## config.mk

```make
export PLATFORM = sky130hd
export DESIGN_NAME = ip1_argmax
export DESIGN_NICKNAME = d
export VERILOG_FILES = /design/src/rtl/ip1_argmax_pkg.sv /design/src/rtl/ip1_argmax_lane_reduce.sv /design/src/rtl/ip1_argmax.sv
export SDC_FILE = /design/constraint.sdc
export NUM_CORES = 1
export LEC_CHECK = 0
export BUFFER_PORTS_ARGS = -buffer_cell sky130_fd_sc_hd__clkbuf_2
export CELL_PAD_IN_SITES_DETAIL_PLACEMENT = 0
export CELL_PAD_IN_SITES_GLOBAL_PLACEMENT = 1
export CORE_UTILIZATION = 42
export CTS_CLUSTER_DIAMETER = 200
export CTS_CLUSTER_SIZE = 20
export DETAILED_ROUTE_END_ITERATION = 6
export MAX_ROUTING_LAYER = met4
export PLACE_DENSITY = 0.91
export SKIP_LAST_GASP = 1
export SYNTH_ARGS = -nofsm -noshare
export SYNTH_HDL_FRONTEND = slang
export SYNTH_SLANG_ARGS = --single-unit
```

## constraint.sdc

```tcl
create_clock -name clk -period 9.35 [get_ports clk]
set_input_delay 0.4675 -clock clk [delete_from_list [all_inputs] [get_ports clk]]
set_output_delay 0.4675 -clock clk [all_outputs]
set_load 0.1 [all_outputs]
```

## src/rtl/ip1_argmax_pkg.sv

```systemverilog
`default_nettype none
// ============================================================================
//  Module   : ip1_argmax_pkg
//  Brief    : Shared constants and state encoding for the argmax classifier
//  Revision : 1.0 - initial release
// ============================================================================
package ip1_argmax_pkg;

    localparam int LANES           = 4;
    localparam int DW              = 16;
    localparam int NUM_CLASS       = 64;
    localparam int IDX_W           = 6;
    localparam int BEATS_PER_FRAME = NUM_CLASS / LANES;

    // ACCUM takes beats; HOLD waits for the result handshake
    typedef enum logic {
        ACCUM = 1'b0,
        HOLD  = 1'b1
    } state_t;

endpackage : ip1_argmax_pkg
`default_nettype wire

```

## src/rtl/ip1_argmax_lane_reduce.sv

```systemverilog
`default_nettype none
// ============================================================================
//  Module   : argmax_lane_reduce
//  Brief    : Combinational signed max over the lanes of one beat; returns
//             the max score and its lane, lowest lane winning on ties
//  Revision : 1.0 - initial release
// ============================================================================
module argmax_lane_reduce #(
    parameter int LANES  = 4,
    parameter int DW     = 16,
    parameter int LANE_W = 2
) (
    input  logic [LANES*DW-1:0] scores,
    output logic [DW-1:0]       max_score,
    output logic [LANE_W-1:0]   max_lane
);

    // Compare chain from lane 0 upward; strict greater keeps the lower lane on ties
    always_comb begin
        max_score = scores[0 +: DW];
        max_lane  = '0;
        for (int k = 1; k < LANES; k++) begin
            if ($signed(scores[k*DW +: DW]) > $signed(max_score)) begin
                max_score = scores[k*DW +: DW];
                max_lane  = LANE_W'(k);
            end
        end
    end

endmodule : argmax_lane_reduce
`default_nettype wire

```

## src/rtl/ip1_argmax.sv

```systemverilog
`default_nettype none
// ============================================================================
//  Module   : ip1_argmax
//  Brief    : Streaming argmax over a frame of signed class scores. Stage 1
//             reduces each beat to its best lane, stage 2 keeps the running
//             best and publishes the winner two cycles after the eop beat.
//  Revision : 1.0 - initial release
// ============================================================================
module ip1_argmax #(
    parameter int LANES     = ip1_argmax_pkg::LANES,
    parameter int DW        = ip1_argmax_pkg::DW,
    parameter int NUM_CLASS = ip1_argmax_pkg::NUM_CLASS,
    parameter int IDX_W     = ip1_argmax_pkg::IDX_W
) (
    input  logic                clk,
    input  logic                rst,
    input  logic [LANES*DW-1:0] blob_din,
    input  logic                blob_din_en,
    input  logic                blob_din_eop,
    output logic                blob_din_rdy,
    output logic [IDX_W-1:0]    result_class,
    output logic [DW-1:0]       result_score,
    output logic                result_err,
    output logic                result_en,
    input  logic                result_rdy
);

    import ip1_argmax_pkg::*;

    localparam int c_beats  = NUM_CLASS / LANES;
    localparam int c_beat_w = (c_beats > 1) ? $clog2(c_beats) : 1;
    localparam int c_lane_w = (LANES > 1) ? $clog2(LANES) : 1;
    localparam logic [c_beat_w-1:0] c_last_beat = c_beat_w'(c_beats - 1);

    // Control
    state_t              r_state;
    state_t              w_state_nxt;
    logic                r_rdy;
    logic                w_accept;

    // Beat counting
    logic [c_beat_w-1:0] r_beat_cnt;
    logic                r_overrun;
    logic                w_frame_err;

    // Lane reduction of the incoming beat
    logic [DW-1:0]       w_lane_max;
    logic [c_lane_w-1:0] w_lane;
    logic [IDX_W-1:0]    w_class;

    // Stage 1
    logic                r_s1_valid;
    logic [DW-1:0]       r_s1_max;
    logic [IDX_W-1:0]    r_s1_class;
    logic                r_s1_first;
    logic                r_s1_eop;
    logic                r_s1_err;

    // Stage 2
    logic [DW-1:0]       r_best_score;
    logic [IDX_W-1:0]    r_best_class;
    logic                w_take;
    logic [DW-1:0]       w_final_score;
    logic [IDX_W-1:0]    w_final_class;

    // Result
    logic                r_result_en;
    logic [IDX_W-1:0]    r_result_class;
    logic [DW-1:0]       r_result_score;
    logic                r_result_err;

    assign w_accept = blob_din_en & r_rdy;

    // Error if eop lands anywhere but the last beat, or the frame already overran
    assign w_frame_err = r_overrun | (r_beat_cnt != c_last_beat);

    // Class index wraps modulo NUM_CLASS once a frame overruns
    assign w_class = IDX_W'((int'(r_beat_cnt) * LANES + int'(w_lane)) % NUM_CLASS);

    argmax_lane_reduce #(
        .LANES  (LANES),
        .DW     (DW),
        .LANE_W (c_lane_w)
    ) u_lane_reduce (
        .scores    (blob_din),
        .max_score (w_lane_max),
        .max_lane  (w_lane)
    );

    // State register
    always_ff @(posedge clk) begin
        if (rst) begin
            r_state <= ACCUM;
        end else begin
            r_state <= w_state_nxt;
        end
    end

    // Next-state: leave ACCUM on accepted eop, leave HOLD on result handshake
    always_comb begin
        w_state_nxt = r_state;
        case (r_state)
            ACCUM: begin
                if (w_accept && blob_din_eop) begin
                    w_state_nxt = HOLD;
                end
            end
            HOLD: begin
                if (r_result_en && result_rdy) begin
                    w_state_nxt = ACCUM;
                end
            end
            default: w_state_nxt = ACCUM;
        endcase
    end

    // Ready is registered so it reads 0 while reset is held and 1 right after
    always_ff @(posedge clk) begin
        if (rst) begin
            r_rdy <= 1'b0;
        end else begin
            r_rdy <= (w_state_nxt == ACCUM);
        end
    end

    // Beat counter with sticky overrun flag; both clear on the eop beat
    always_ff @(posedge clk) begin
        if (rst) begin
            r_beat_cnt <= '0;
            r_overrun  <= 1'b0;
        end else if (w_accept) begin
            if (blob_din_eop) begin
                r_beat_cnt <= '0;
                r_overrun  <= 1'b0;
            end else if (r_beat_cnt == c_last_beat) begin
                r_beat_cnt <= '0;
                r_overrun  <= 1'b1;
            end else begin
                r_beat_cnt <= r_beat_cnt + 1'b1;
            end
        end
    end

    // Stage 1: capture the beat's best lane, its class index and frame flags
    always_ff @(posedge clk) begin
        if (rst) begin
            r_s1_valid <= 1'b0;
            r_s1_max   <= '0;
            r_s1_class <= '0;
            r_s1_first <= 1'b0;
            r_s1_eop   <= 1'b0;
            r_s1_err   <= 1'b0;
        end else begin
            r_s1_valid <= w_accept;
            if (w_accept) begin
                r_s1_max   <= w_lane_max;
                r_s1_class <= w_class;
                r_s1_first <= (r_beat_cnt == '0) && !r_overrun;
                r_s1_eop   <= blob_din_eop;
                r_s1_err   <= w_frame_err;
            end
        end
    end

    // Strictly greater replaces the best, so earlier classes win ties
    assign w_take        = r_s1_first || ($signed(r_s1_max) > $signed(r_best_score));
    assign w_final_score = w_take ? r_s1_max   : r_best_score;
    assign w_final_class = w_take ? r_s1_class : r_best_class;

    // Stage 2: running best across the frame
    always_ff @(posedge clk) begin
        if (rst) begin
            r_best_score <= '0;
            r_best_class <= '0;
        end else if (r_s1_valid && w_take) begin
            r_best_score <= r_s1_max;
            r_best_class <= r_s1_class;
        end
    end

    // Result registers load only when result_en rises and hold until handshake
    always_ff @(posedge clk) begin
        if (rst) begin
            r_result_en    <= 1'b0;
            r_result_class <= '0;
            r_result_score <= '0;
            r_result_err   <= 1'b0;
        end else if (r_s1_valid && r_s1_eop) begin
            r_result_en    <= 1'b1;
            r_result_class <= w_final_class;
            r_result_score <= w_final_score;
            r_result_err   <= r_s1_err;
        end else if (r_result_en && result_rdy) begin
            r_result_en    <= 1'b0;
        end
    end

    assign blob_din_rdy = r_rdy;
    assign result_en    = r_result_en;
    assign result_class = r_result_class;
    assign result_score = r_result_score;
    assign result_err   = r_result_err;

endmodule : ip1_argmax
`default_nettype wire

```

==> impl_metrics.prom <==
# TYPE chip_impl_metric gauge
chip_impl_info{name="root_buffer",value="clkbuf_16"} 1
chip_impl_metric{name="worst_slew_margin_rel",unit="%"} 16.5
chip_impl_metric{name="final_max_slew_viol_count",unit=""} 0
chip_impl_metric{name="first_pass_grt_wire_length",unit="µm"} 22300
chip_impl_metric{name="regToRegSetupSlack",unit="ns"} 6.07
chip_impl_metric{name="cp_data_arrival_time",unit="ns"} 7.80
chip_impl_info{name="synthFlopType",value="dfxtp_1"} 1
chip_impl_info{name="most_frequent_cells_after_synthesis",value="nor2_1 (98), dfxtp_1 (79), ha_1 (64), inv_1 (57), o21ai_0 (49)"} 1
chip_impl_metric{name="cts_resized",unit=""} 0
chip_impl_metric{name="post-route-period-util",unit="%"} 81.0
chip_impl_metric{name="clock_sink_count",unit=""} 79
chip_impl_metric{name="die_extent_in_x",unit="µm"} 117
chip_impl_metric{name="postCtsHoldBufs",unit=""} 0
chip_impl_metric{name="dp_slack",unit="ns"} 1.63
chip_impl_metric{name="vdd_ir_drop_max",unit="mV"} 0.0959
chip_impl_info{name="cts_tree",value="built"} 1
chip_impl_metric{name="cp.required",unit="ns"} 9.58
chip_impl_metric{name="die-height",unit="µm"} 117
chip_impl_metric{name="ant_nets",unit=""} 0
chip_impl_metric{name="design.die.area",unit="µm²"} 13600
chip_impl_metric{name="synth-edff-count",unit=""} 0
chip_impl_metric{name="finalPower",unit="W"} 0.00120
chip_impl_info{name="yosys.area.top_type",value="dfxtp_1"} 1
chip_impl_metric{name="detail_route.first_pass.iterations",unit=""} 5
chip_impl_metric{name="floorplan.initialDensity",unit="%"} 43.4
chip_impl_info{name="outcome",value="completed"} 1
chip_impl_metric{name="post_drt_wl_per_cell",unit="µm"} 14.6
chip_impl_metric{name="netlist_area",unit="µm²"} 5520
chip_impl_metric{name="hold-worst-slack",unit="ns"} 0.431
chip_impl_metric{name="netlist_instances",unit=""} 693
chip_impl_info{name="yosys.cell_count.top_type",value="nor2_1"} 1
chip_impl_metric{name="mappedNetlistNets",unit=""} 826
chip_impl_metric{name="place_inst",unit=""} 925
chip_impl_metric{name="global_route.usage.met1",unit="%"} 28.0
chip_impl_metric{name="routed_wirelength",unit="µm"} 13800
chip_impl_metric{name="grt_overflow",unit=""} 0
chip_impl_metric{name="flow.area_growth_from_synthesis",unit="%"} 17.4
chip_impl_metric{name="async_reset_ff_share",unit="%"} 0
chip_impl_info{name="min-delay-path-class",value="primary input to flip-flop"} 1
chip_impl_metric{name="setup_ws_final",unit="ns"} 1.78
chip_impl_metric{name="drtIter0Drc",unit=""} 306
chip_impl_metric{name="cts-htree-levels",unit=""} 3
chip_impl_metric{name="period_needed",unit="ns"} 7.57
chip_impl_metric{name="critical_path.max_fanout",unit=""} 33
chip_impl_metric{name="synth_largest_type_area_fraction",unit="%"} 28.6
chip_impl_metric{name="grtUsageTotal",unit="%"} 21.2
chip_impl_metric{name="layout-drive-gt1-share",unit="%"} 17.8
chip_impl_metric{name="synthesis.area_per_instance",unit="µm²"} 7.97
chip_impl_metric{name="hpwlAfterDp",unit="µm"} 10800
chip_impl_metric{name="power_per_unit_of_standard_cell_area",unit="nW/µm²"} 185
chip_impl_metric{name="via_count",unit=""} 5160
chip_impl_metric{name="grt_util_met2",unit="%"} 33.1
chip_impl_metric{name="number_of_clock_buffers_inserted_by_tritoncts",unit=""} 9
chip_impl_metric{name="place.gp.congestion",unit=""} 0.986
chip_impl_metric{name="fin_tns_setup",unit="ns"} 0
chip_impl_metric{name="synth-seq-area-share",unit="%"} 28.6
chip_impl_info{name="global_route.peak_usage_layer",value="met2"} 1
chip_impl_metric{name="post_cts.repair.setup_buffers",unit=""} 0
chip_impl_info{name="ranking_of_synthesized_cells_by_area",value="dfxtp_1 (29%), ha_1 (14%), mux2i_1 (8.3%), nor2_1 (6.7%), a211oi_1 (6.1%)"} 1
chip_impl_metric{name="core-area",unit="µm²"} 12700
chip_impl_metric{name="grt_max_degree",unit=""} 80
chip_impl_metric{name="finalNetCount",unit=""} 897
chip_impl_metric{name="final_hold_viol_count",unit=""} 0
chip_impl_metric{name="portBuffers",unit=""} 93
chip_impl_metric{name="drv.max_cap_violation_count",unit=""} 0
chip_impl_metric{name="met3_resource_use_gr",unit="%"} 2.96
chip_impl_metric{name="drt-vias-per-instance",unit=""} 5.48
chip_impl_metric{name="report.final.setup_viol",unit=""} 0
chip_impl_metric{name="synth.lib_cells_used.distinct",unit=""} 59
chip_impl_metric{name="number_of_cells_in_the_finished_layout_apart_from_fillers",unit=""} 941
chip_impl_metric{name="actual_slew_at_the_worst_max_slew_pin",unit="ns"} 1.22
chip_impl_metric{name="post_cts_clock_slew_at_the_launch_and_capture_registers_of_the_worst_setup_and_hold_paths",unit="ns"} 0.06
chip_impl_metric{name="ys.warnings.count",unit=""} 0
chip_impl_metric{name="antennaDiodeCount",unit=""} 0
chip_impl_info{name="grt_setup_unrepaired",value="false"} 1
chip_impl_metric{name="clkLatencyLatePin",unit="ns"} 0.33
chip_impl_metric{name="antenna_found_initial",unit=""} 0
chip_impl_metric{name="cts-root-to-sink-buffers",unit=""} 2
chip_impl_metric{name="clock.fmax",unit="MHz"} 132
chip_impl_metric{name="post_route_drc",unit=""} 0
chip_impl_info{name="cp-end-kind",value="flip-flop"} 1
chip_impl_metric{name="lkg_pwr",unit="nW"} 2.79
chip_impl_info{name="timing_worst_setup_path_type",value="primary input to flip-flop"} 1
chip_impl_metric{name="floorplan.io_pins",unit=""} 94
chip_impl_metric{name="number_of_global_route_vias_before_repair",unit=""} 4753
chip_impl_info{name="startpoint_type",value="primary input"} 1
chip_impl_metric{name="skew",unit="ns"} 0.00582
chip_impl_metric{name="postSynthRegisterBits",unit=""} 79
chip_impl_metric{name="fp-row-count",unit=""} 41
[metrics by stage]
stage / utilization (%) / area (µm²)
2_1_floorplan: - / 5520
3_3_place_gp: 48.1 / 6110
3_5_place_dp: 48.1 / 6110
4_1_cts: 51.0 / 6480
5_1_grt: 51.0 / 6480
6_report: 51.0 / 6480
[worst paths after layout]
check,start,to,cells after the start
worst max register to register,r_best_score[9],r_best_score[3],12
worst max-delay path,blob_din[14],r_s1_max[7],28
worst min register to register,r_s1_eop,r_s1_eop,2
worst min-delay path,blob_din[49],r_s1_max[1],3
[critical path, cell delays in order]
cell,delay (ns)
clkbuf_2,0.08
inv_1,0.05
ha_1,0.36
nand4_2,0.15
nor4_2,0.33
a21bo_2,0.29
a31oi_4,0.59
nand2_1,0.10
o21ai_0,0.15
inv_1,0.10
ha_1,0.43
nand3_1,0.15
nor4_2,0.41
nand2_1,0.11
or3_1,0.30
a21boi_0,0.24
or2_2,0.19
a32o_1,0.80
o21ai_0,0.16
o21ai_0,0.13
ha_1,0.19
nand2_1,0.09
nor4_1,0.48
o21ai_0,0.28
a31oi_2,0.48
buf_4,0.36
a211oi_1,0.09
nor3_1,0.25
[routing by layer]
layer / up-vias / wire length (µm)
li1: 2635 / -
met1: 2329 / 6550
met2: 174 / 6140
met3: 22 / 819
met4: 0 / 277
met5: - / 0
[cell type report]
class / count / area [µm²]
clock buffers: 11 / 243
clock inverters: 5 / 129
fillers: 1269 / 6240
inverters: 57 / 214
multi-input cells: 515 / 3570
flip-flops and latches: 79 / 1580
well taps: 172 / 215
repair buffers: 102 / 533
[flip-flops by register name (all words and copies together) (netlist names), 4 cells and up]
name / cells
r_beat_cnt: 4
r_best_class: 6
r_best_score: 16
r_s1_class: 6
r_s1_max: 16
result_class: 6
result_score: 16
[layout by cell type (no fill, tap or decap), types with 2 or more instances in the layout]
cell type and n:
nor2_1 98, a31oi_1 2, o211ai_1 2, inv_1 57, clkbuf_2 93, nor3_1 19, dfxtp_1 79, a211oi_1 44
buf_4 9, o21a_1 4, or3_1 2, o21ai_1 7, nor2b_1 7, a21oi_1 29, and2_1 5, clkbuf_16 9
o31ai_1 15, o21ai_0 49, nor4_2 3, nor4_1 15, nand4_1 8, mux2_2 2, bufinv_16 4, mux2i_1 46
ha_1 64, a211o_1 2, or2_2 2, nand3_1 6, nand2b_1 2, nand2_1 44, a21o_1 8
[logic make-up (layout without fill, tap and decap cells)]
| family | after synthesis | after routing | share of synthesized area (%) |
|---|---|---|---|
| AND/OR/NAND/NOR | 217 | 217 | 18.2 |
| XOR/XNOR | 1 | 1 | 0.159 |
| adder cells (fa/ha/maj) | 65 | 65 | 14.7 |
| flip-flops | 79 | 79 | 28.6 |
| multiplexers | 49 | 49 | 9.02 |
| AO/OA/AOI/OAI | 183 | 183 | 22.2 |
| buffers and inverters | 99 | 175 | 7.14 |
[power by group]
| part | internal (W) | switching (W) | total, W |
|---|---|---|---|
| clock | 0.000296 | 0.000132 | 0.000427 |
| combinational | 0.000156 | 0.000255 | 0.000410 |
| sequential | 0.000350 | 0.0000143 | 0.000365 |
| total | 0.000802 | 0.000401 | 0.00120 |
No activity file was read; power rests on OpenSTA's default activity.
